**config.mk**
```make
export PLATFORM = sky130hd
export DESIGN_NAME = contador_ctrl
export DESIGN_NICKNAME = d
export VERILOG_FILES = /design/src/rtl/contador_pkg.sv /design/src/rtl/contador_ctrl_btn_cond.sv /design/src/rtl/contador_ctrl.sv
export SDC_FILE = /design/constraint.sdc
export NUM_CORES = 1
export LEC_CHECK = 0
export CAP_MARGIN = 20
export CORE_MARGIN = 3
export CORE_UTILIZATION = 50
export CTS_CLUSTER_SIZE = 40
export DETAILED_ROUTE_END_ITERATION = 8
export HOLD_SLACK_MARGIN = 0.08
export PLACE_DENSITY = 0.81
export SLEW_MARGIN = 20
export SYNTH_ARGS = -nofsm -noshare
export SYNTH_HDL_FRONTEND = slang
export SYNTH_SLANG_ARGS = --single-unit
```
**constraint.sdc**
```tcl
create_clock -name clock -period 1.8 [get_ports clock]
set_clock_uncertainty 0.05 [all_clocks]
set_input_delay 0.27 -clock clock [delete_from_list [all_inputs] [get_ports clock]]
set_output_delay 0.27 -clock clock [all_outputs]
set_load 0.02 [all_outputs]
```
**src/rtl/contador_pkg.sv**
```systemverilog
// Shared constants for the run/pause/direction counter controller.
package contador_pkg;

    localparam int unsigned COUNT_W = 6;

    localparam logic [1:0] ST_IDLE  = 2'b00;
    localparam logic [1:0] ST_RUN   = 2'b01;
    localparam logic [1:0] ST_PAUSE = 2'b10;

endpackage

```
**src/rtl/contador_ctrl_btn_cond.sv**
```systemverilog
// Push-button conditioner: 2-flop synchronizer, optional debouncer, registered rising-edge pulse.
// The debouncer is built only when CONTADOR_DEBOUNCE_EN is defined.
module btn_cond #(
    parameter int unsigned DEB_CYCLES = 1_000_000
) (
    input  logic clock,
    input  logic reset_n,
    input  logic btn,
    output logic press
);

    logic sync1_q, sync2_q;
    logic level;
    logic level_q;
    logic press_q;

    if (DEB_CYCLES < 1) begin : g_bad_deb
        $error("btn_cond: DEB_CYCLES must be >= 1");
    end

    always_ff @(posedge clock or negedge reset_n) begin
        if (!reset_n) begin
            sync1_q <= 1'b0;
            sync2_q <= 1'b0;
        end else begin
            sync1_q <= btn;
            sync2_q <= sync1_q;
        end
    end

`ifdef CONTADOR_DEBOUNCE_EN
    localparam int unsigned DEB_W = (DEB_CYCLES > 1) ? $clog2(DEB_CYCLES) : 1;
    localparam logic [DEB_W-1:0] DEB_LAST = DEB_W'(DEB_CYCLES - 1);

    logic [DEB_W-1:0] deb_cnt_q, deb_cnt_d;
    logic             stable_q, stable_d;

    // The counter runs only while the synchronized level disagrees with the accepted one.
    always_comb begin
        stable_d  = stable_q;
        deb_cnt_d = '0;
        if (sync2_q != stable_q) begin
            if (deb_cnt_q == DEB_LAST) begin
                stable_d = sync2_q;
            end else begin
                deb_cnt_d = deb_cnt_q + DEB_W'(1);
            end
        end
    end

    always_ff @(posedge clock or negedge reset_n) begin
        if (!reset_n) begin
            deb_cnt_q <= '0;
            stable_q  <= 1'b0;
        end else begin
            deb_cnt_q <= deb_cnt_d;
            stable_q  <= stable_d;
        end
    end

    assign level = stable_q;
`else
    assign level = sync2_q;
`endif

    always_ff @(posedge clock or negedge reset_n) begin
        if (!reset_n) begin
            level_q <= 1'b0;
            press_q <= 1'b0;
        end else begin
            level_q <= level;
            press_q <= level & ~level_q;
        end
    end

    assign press = press_q;

endmodule

```
**src/rtl/contador_ctrl.sv**
```systemverilog
// Run/pause/direction controller stepping a 0..MAX_COUNT count once per TICK_DIV cycles.
// Button debouncing is enabled by defining CONTADOR_DEBOUNCE_EN.
module contador_ctrl
    import contador_pkg::*;
#(
    parameter int unsigned TICK_DIV   = 50_000_000,
    parameter int unsigned MAX_COUNT  = 63,
    parameter int unsigned DEB_CYCLES = 1_000_000
) (
    input  logic               clock,
    input  logic               reset_n,
    input  logic               btn_start,
    input  logic               btn_dir,
    input  logic               btn_clear,
    output logic [COUNT_W-1:0] count,
    output logic               dir_up,
    output logic               running,
    output logic               tick,
    output logic               wrap,
    output logic [1:0]         state_dbg
);

    localparam int unsigned DIV_W = $clog2(TICK_DIV);
    localparam logic [DIV_W-1:0]   DIV_LAST = DIV_W'(TICK_DIV - 1);
    localparam logic [COUNT_W-1:0] CNT_MAX  = COUNT_W'(MAX_COUNT);

    if (TICK_DIV < 2 || MAX_COUNT > 63) begin : g_bad_param
        $error("contador_ctrl: TICK_DIV must be >= 2 and MAX_COUNT <= 63");
    end

    logic start_press, dir_press, clear_press;

    btn_cond #(.DEB_CYCLES(DEB_CYCLES)) u_btn_start (
        .clock(clock), .reset_n(reset_n), .btn(btn_start), .press(start_press));
    btn_cond #(.DEB_CYCLES(DEB_CYCLES)) u_btn_dir (
        .clock(clock), .reset_n(reset_n), .btn(btn_dir), .press(dir_press));
    btn_cond #(.DEB_CYCLES(DEB_CYCLES)) u_btn_clear (
        .clock(clock), .reset_n(reset_n), .btn(btn_clear), .press(clear_press));

    logic [1:0]         state_q, state_d;
    logic [DIV_W-1:0]   div_cnt_q, div_cnt_d;
    logic [COUNT_W-1:0] count_q, count_d;
    logic               dir_q, dir_d;
    logic               tick_q, tick_d;
    logic               wrap_q, wrap_d;
    logic               step;

    assign step = (state_q == ST_RUN) && (div_cnt_q == DIV_LAST);

    // Clear overrides everything else; the step always uses the pre-toggle direction.
    always_comb begin
        state_d   = state_q;
        div_cnt_d = div_cnt_q;
        count_d   = count_q;
        dir_d     = dir_press ? ~dir_q : dir_q;
        tick_d    = 1'b0;
        wrap_d    = 1'b0;
        if (clear_press) begin
            state_d   = ST_IDLE;
            div_cnt_d = '0;
            count_d   = '0;
        end else begin
            case (state_q)
                ST_IDLE: begin
                    div_cnt_d = '0;
                    count_d   = '0;
                    if (start_press) state_d = ST_RUN;
                end
                ST_RUN: begin
                    if (start_press) state_d = ST_PAUSE;
                    div_cnt_d = step ? '0 : div_cnt_q + DIV_W'(1);
                    if (step) begin
                        tick_d = 1'b1;
                        if (dir_q) begin
                            wrap_d  = (count_q == CNT_MAX);
                            count_d = wrap_d ? '0 : count_q + COUNT_W'(1);
                        end else begin
                            wrap_d  = (count_q == '0);
                            count_d = wrap_d ? CNT_MAX : count_q - COUNT_W'(1);
                        end
                    end
                end
                ST_PAUSE: begin
                    div_cnt_d = '0;
                    if (start_press) state_d = ST_RUN;
                end
                default: begin
                    state_d   = ST_IDLE;
                    div_cnt_d = '0;
                    count_d   = '0;
                end
            endcase
        end
    end

    always_ff @(posedge clock or negedge reset_n) begin
        if (!reset_n) begin
            state_q   <= ST_IDLE;
            div_cnt_q <= '0;
            count_q   <= '0;
            dir_q     <= 1'b1;
            tick_q    <= 1'b0;
            wrap_q    <= 1'b0;
        end else begin
            state_q   <= state_d;
            div_cnt_q <= div_cnt_d;
            count_q   <= count_d;
            dir_q     <= dir_d;
            tick_q    <= tick_d;
            wrap_q    <= wrap_d;
        end
    end

    assign count     = count_q;
    assign dir_up    = dir_q;
    assign running   = (state_q == ST_RUN);
    assign tick      = tick_q;
    assign wrap      = wrap_q;
    assign state_dbg = state_q;

endmodule

```
======== Word-level counts from Yosys, hierarchy flattened ========
Cells that the tools add are included.
word-level totals
  input bits .............................. 5
  register bits after elaboration ......... 49
  word-level logic and storage cells ...... 62
cells by class
  equal/unequal tests ..................... 8
  $add $sub $neg .......................... 3
  reductions and logical operators ........ 6
  muxes and demuxes ....................... 20
  bitwise gates (word level) .............. 7
operators by type and width
  kind                                                                   count
  26-bit two-way mux                                                     3
  6-bit two-way mux                                                      5
  26-bit by 1-bit adder with 26-bit output, second input constant        1
  26-bit equality test, second input constant                            1
  6-bit case mux with 2 select lines                                     1
  3-bit by 1-bit != test with 1-bit output, second input constant        3
  1-bit two-way mux                                                      7
  6-bit by 1-bit adder with 6-bit output, second input constant          1
  6-bit equality test, second input constant                             1
  6-bit logical NOT                                                      1
  2-bit two-way mux                                                      3
  6-bit by 1-bit subtractor with 6-bit output, second input constant     1
  1-bit NOT                                                              4
  2-bit case mux with 2 select lines                                     1
  2-bit AND reduction                                                    2
  1-bit bitwise AND                                                      3
  2-bit by 1-bit equality test with 1-bit output, second input constant  1
  2-bit equality test, second input constant                             1
  2-bit logical NOT                                                      1
  2-bit by 1-bit != test with 1-bit output, second input constant        1
  2-bit OR reduction                                                     1
  1-bit logical AND                                                      1

======== Longest topological paths before layout ========
Gate-level depths: netlist of the first run.
  word-level depth ........................ 6
  gate-level depth with buffers ........... 8
  mapped depth without buffers ............ 7

======== Cells and area by module ========
From an unflattened synthesis of the first run, not the netlist that was laid out.
unflattened totals
  cells, all modules ...................... 231
  area total of the unflattened synthesis .. 2,403.6 um^2
by module, submodules not included
  module         sequential area each (um^2)  cells an instance  instances  area each (um^2)
  contador_ctrl  927.1                        216                1          2,062.0
  btn_cond       100.1                        5                  3          113.9

======== Worst setup path before layout of the first run ========
OpenSTA, ideal clock, no wires.
  path type ............................... register to register
  start ................................... reg count_q[0] (netlist: count[0])
  end ..................................... reg count_q[3] (netlist: count[3])
  data required time ...................... 1.628 ns
  buffers on the path ..................... 1
  arrival ................................. 1.696 ns
  setup slack ............................. -0.067 ns
  period minus slack after synthesis ...... 1.867 ns
  cell stages (with the launch flop) ...... 8
  cell sequence ........................... dfrtp_1 > clkbuf_1 > inv_1 > ha_1 > nor2b_1 > a21oi_1 > a211oi_1 > a32o_1
on the way
  word-level cells in the longest chain between the ends .. 6
  elaborated cells on any way between the ends .. 10
  classes of those cells .................. add/sub (2); eq/ne (1); mux (6); reduce/logical (1)
ends and longest elaborated chain
  element                                                                    RTL line                                  text
  start: declaration                                                         contador_ctrl.sv:42                       logic [COUNT_W-1:0] count_q, count_d;
  start signal: assignment                                                   contador_ctrl.sv:107                      count_q <= count_d;
  6-bit by 1-bit subtractor with 6-bit output, or another cell as far along  contador_ctrl.sv:79                       count_d = wrap_d ? CNT_MAX : count_q - COUNT_W'(1);
  6-bit two-way mux, on equally long branches                                contador_ctrl.sv:79, contador_ctrl.sv:76
  6-bit two-way mux (*)                                                      contador_ctrl.sv:74                       if (dir_q) begin
  6-bit two-way mux (*)                                                      contador_ctrl.sv:72                       if (step) begin
  6-bit case mux with 2 select lines (*)                                     contador_ctrl.sv:63                       case (state_q)
  6-bit two-way mux (*)                                                      contador_ctrl.sv:58                       if (clear_press) begin
Every way passes the cells marked *; elsewhere a longest branch is shown, timed or not. The select of a mux whose other input is x is not followed.
A chain may end at the register's enable or synchronous reset.

======== Worst setup path after layout of the first run ========
  start ................................... reg div_cnt_q[1]
  end ..................................... reg count_q[0] (netlist: count[0])
on the way
  word-level cells in the longest chain between the ends .. 4
ends and longest elaborated chain
  element                                             RTL line              text
  start: declaration                                  contador_ctrl.sv:41   logic [DIV_W-1:0] div_cnt_q, div_cnt_d;
  start signal: assignment                            contador_ctrl.sv:106  div_cnt_q <= div_cnt_d;
  26-bit equality test                                contador_ctrl.sv:48   assign step = (state_q == ST_RUN) && (div_cnt_q == DIV_LAST);
  1-bit logical AND                                   contador_ctrl.sv:48
  3-bit by 1-bit != test with 1-bit output (no line)  -
  2-bit AND reduction (no line)                       -
Every way passes these cells.

==> results.json, run 1 <==
{
  "status": "finished clean",
  "vdd_drop_max_mv": 0.5956,
  "antenna_found_initial": 0,
  "wl_per_cell_um": 13.54,
  "p_leak_nw": 1.283,
  "fp.dieH_um": 73.86,
  "antenna_cells": 0,
  "fin_crit_sh": 0.9981,
  "overflow": 0,
  "fin_util": 0.6363,
  "synth_area_per_cell_um2": 10.76,
  "yosys_warnings": 0,
  "synth.ff_latch_count": 49,
  "hold_path.class": "reg2reg",
  "grt_pass1_wl_um": 7024,
  "crit_slowest_cell": "dfrtp_1",
  "syn_area_um2": 2302,
  "setup_violations": 0,
  "drive_gt1_frac": 0.1818,
  "dp_slack_ns": 0.01412,
  "clk_pin_slew_ns": 0.10,
  "worst-path-buf-inv": 0,
  "htree_levels": 2,
  "multi_input_area_um2": 1054,
  "crit_path_cell_trace": "ha_4 > nand3_4 > or2_4 > o31ai_4 > nand2_2 > a32o_1",
  "rows": 24,
  "routed_via_density": 5.384,
  "cp-start-kind": "register",
  "detail-route-antenna-nets": 0,
  "cp_top_family": "compound AO/OA/AOI/OAI gates",
  "setup_ws_ns": 0.003346,
  "synth_ff_type": "dfrtp_1",
  "vias": 1642,
  "yosysSeqAreaShare": 0.5332,
  "final_area_um2": 2809,
  "cts_sinks": 49,
  "grt_pass1_vias": 1506,
  "arrival_ns": 1.95,
  "placed_cell_area_um2": 2614,
  "crit_fanout": 6,
  "start_util": 0.5215,
  "clock.fmax_mhz": 556.6,
  "core_area_um2": 4414,
  "clkLatencyLatePin_ns": 0.31,
  "ys_types": 39,
  "syn_inst": 214,
  "die-area_um2": 5455,
  "io_buffers": 16,
  "slowest_delay_ns": 0.41,
  "endpoint_kind": "register",
  "cts_buffers": 5,
  "p_per_area_nw_per_um2": 806.4,
  "seq_area_um2": 1230,
  "async_flop_share": 1.000,
  "clockBufferDepth": 2,
  "grt_use_total": 0.1708,
  "rsz0062_at_grt": "true",
  "critical_path_class": "reg2reg",
  "boundaryPins": 17,
  "finalCriticalPeriod_ns": 1.797,
  "worst_pin_slew_ns": 0.4724,
  "synth_edf_count": 0,
  "cts-root-buf": "clkbuf_8",
  "routed_wl_um": 4131,
  "grt_max_degree": 31,
  "drt-initial-drc-count": 82,
  "drc": 0,
  "synthesis.nets": 223,
  "cts_tree": "built",
  "die_x_um": 73.86,
  "hold_viol": 0,
  "place_congestion": 0.7644,
  "finalSetupTns_ns": 0,
  "drtPass1Iterations": 4,
  "required_ns": 1.95,
  "place_hpwl_um": 2829,
  "total_power_mw": 2.265,
  "drv_cap": 0,
  "nFillCells": 346,
  "syn2layout_area_growth_pct": 22.01,
  "maxSlewViolCount": 0,
  "nets": 261,
  "slew_headroom": 0.6851
}
state kept, by name (all words and copies together), names as in the netlist:
name	count
div_cnt_q	26
count	6
state_dbg	2
dir_up	1
tick	1
u_btn_clear.level	1
u_btn_clear.level_q	1
u_btn_clear.press	1
u_btn_clear.sync1_q	1
u_btn_dir.level	1
u_btn_dir.level_q	1
u_btn_dir.press	1
u_btn_dir.sync1_q	1
u_btn_start.level	1
u_btn_start.level_q	1
u_btn_start.press	1
u_btn_start.sync1_q	1
wrap	1
power breakdown:
group / leakage [nW] / total, mW / internal [mW] / switching [mW]
logic: 0.586 / 0.396 / 0.171 / 0.226
registers: 0.651 / 1.20 / 1.15 / 0.0453
clock network: 0.0452 / 0.671 / 0.283 / 0.387
synth_stat cells (2+ instances only):
cell / instances / share of area
dfrtp_1: 48 / 0.52
nor2_1: 37 / 0.060
xor2_1: 21 / 0.080
nand3_1: 15 / 0.033
nand2_1: 13 / 0.021
xnor2_1: 11 / 0.042
and3_1: 5 / 0.014
inv_1: 5 / 0.0082
a22o_1: 4 / 0.015
clkbuf_1: 4 / 0.0065
ha_1: 4 / 0.022
nand4_1: 4 / 0.011
nor2b_1: 4 / 0.011
a21oi_1: 3 / 0.0065
nand2b_1: 3 / 0.0082
nor3_1: 3 / 0.0065
a22oi_1: 2 / 0.0065
a32o_1: 2 / 0.0087
and4_1: 2 / 0.0076
buf_2: 2 / 0.0043
nor4_2: 2 / 0.011
o21a_1: 2 / 0.0065
o21ai_0: 2 / 0.0043
final cells by class:
cell class,count,share of cell area
Sequential cell,49,0.4379
Multi-Input combinational cell,153,0.3751
Timing Repair Buffer,38,0.1238
Clock buffer,5,0.02450
Tap cell,52,0.02316
Clock inverter,3,0.008909
Inverter,5,0.006682
repair_timing:
item	4_1_cts	5_1_grt
pin swaps	1	13
hold buffers	1	0
resized for setup	4	9
endpoints found under the hold margin	19	0
endpoints found under the setup margin	6	29
gates cloned	0	0
setup buffers	3	4
path summary, 6_finish.rpt:
check / startpoint / endpoint / slack (ns) / cells past startpoint
max: div_cnt_q[1] / count[0] / 0.003 / 6
min: u_btn_dir.sync1_q / u_btn_dir.level / 0.31 / 0
max reg2reg: div_cnt_q[1] / count[0] / 0.003 / 6
min reg2reg: u_btn_dir.sync1_q / u_btn_dir.level / 0.31 / 0
max in group asynchronous: reset_n / dir_up / 0.73 / 3
min in group asynchronous: reset_n / div_cnt_q[11] / 0.39 / 2
cells by family after synthesis:
kind of cell | share of synthesized area
simple gates | 0.2239
flops | 0.5332
xor+xnor | 0.1217
compound gates | 0.07391
buf+inv | 0.02065
fa+ha+maj | 0.02174
mux | 0.004891
per-layer routing:
layer | share of wire | track usage | vias to the layer above
met5 | 0 | 0 | -
met4 | 0.022 | 0.07847 | 0
met3 | 0.032 | 0.04104 | 9
met2 | 0.49 | 0.2598 | 23
met1 | 0.45 | 0.2302 | 806
li1 | - | - | 804
cells in the final DEF, fill, tap and decap left out, types with 2 or more instances in the layout:
cell type        count
a21oi_1              3
inv_1                5
clkdlybuf4s50_1     10
a32o_1               2
dlygate4sd2_1        2
nand2b_1             3
nor2b_1              4
a22oi_1              2
and3_1               5
nand2_1             13
o21ai_0              2
nand4_1              4
dfrtp_2              2
o21a_1               2
nor2_1              37
ha_1                 3
xnor2_1             11
nor3_1               3
nand3_1             14
clkbuf_8             5
dfrtp_1             46
a22o_1               4
buf_4               18
inv_6                2
nor4_2               2
xor2_1              21
dlymetal6s2s_1       3
buf_6                2
per-stage QoR:
step                      cells  hold WS [ns]
after floorplan             214      -0.07559
after global placement      289        0.2024
after detailed placement    289        0.2120
after CTS                   301        0.3077
after global routing        305        0.3181
final                       305        0.3051
No activity file was read; power rests on OpenSTA's default activity.
==> run 2: changes to the inputs <==
--- a/config.mk
+++ b/config.mk
@@ -5,7 +5,6 @@
 export SDC_FILE = /design/constraint.sdc
 export NUM_CORES = 1
 export LEC_CHECK = 0
-export CAP_MARGIN = 20
 export CORE_MARGIN = 3
 export CORE_UTILIZATION = 50
 export CTS_CLUSTER_SIZE = 40
==> results of run 2 <==
No change in the layout: final DEF, timing and power equal those of run 1.
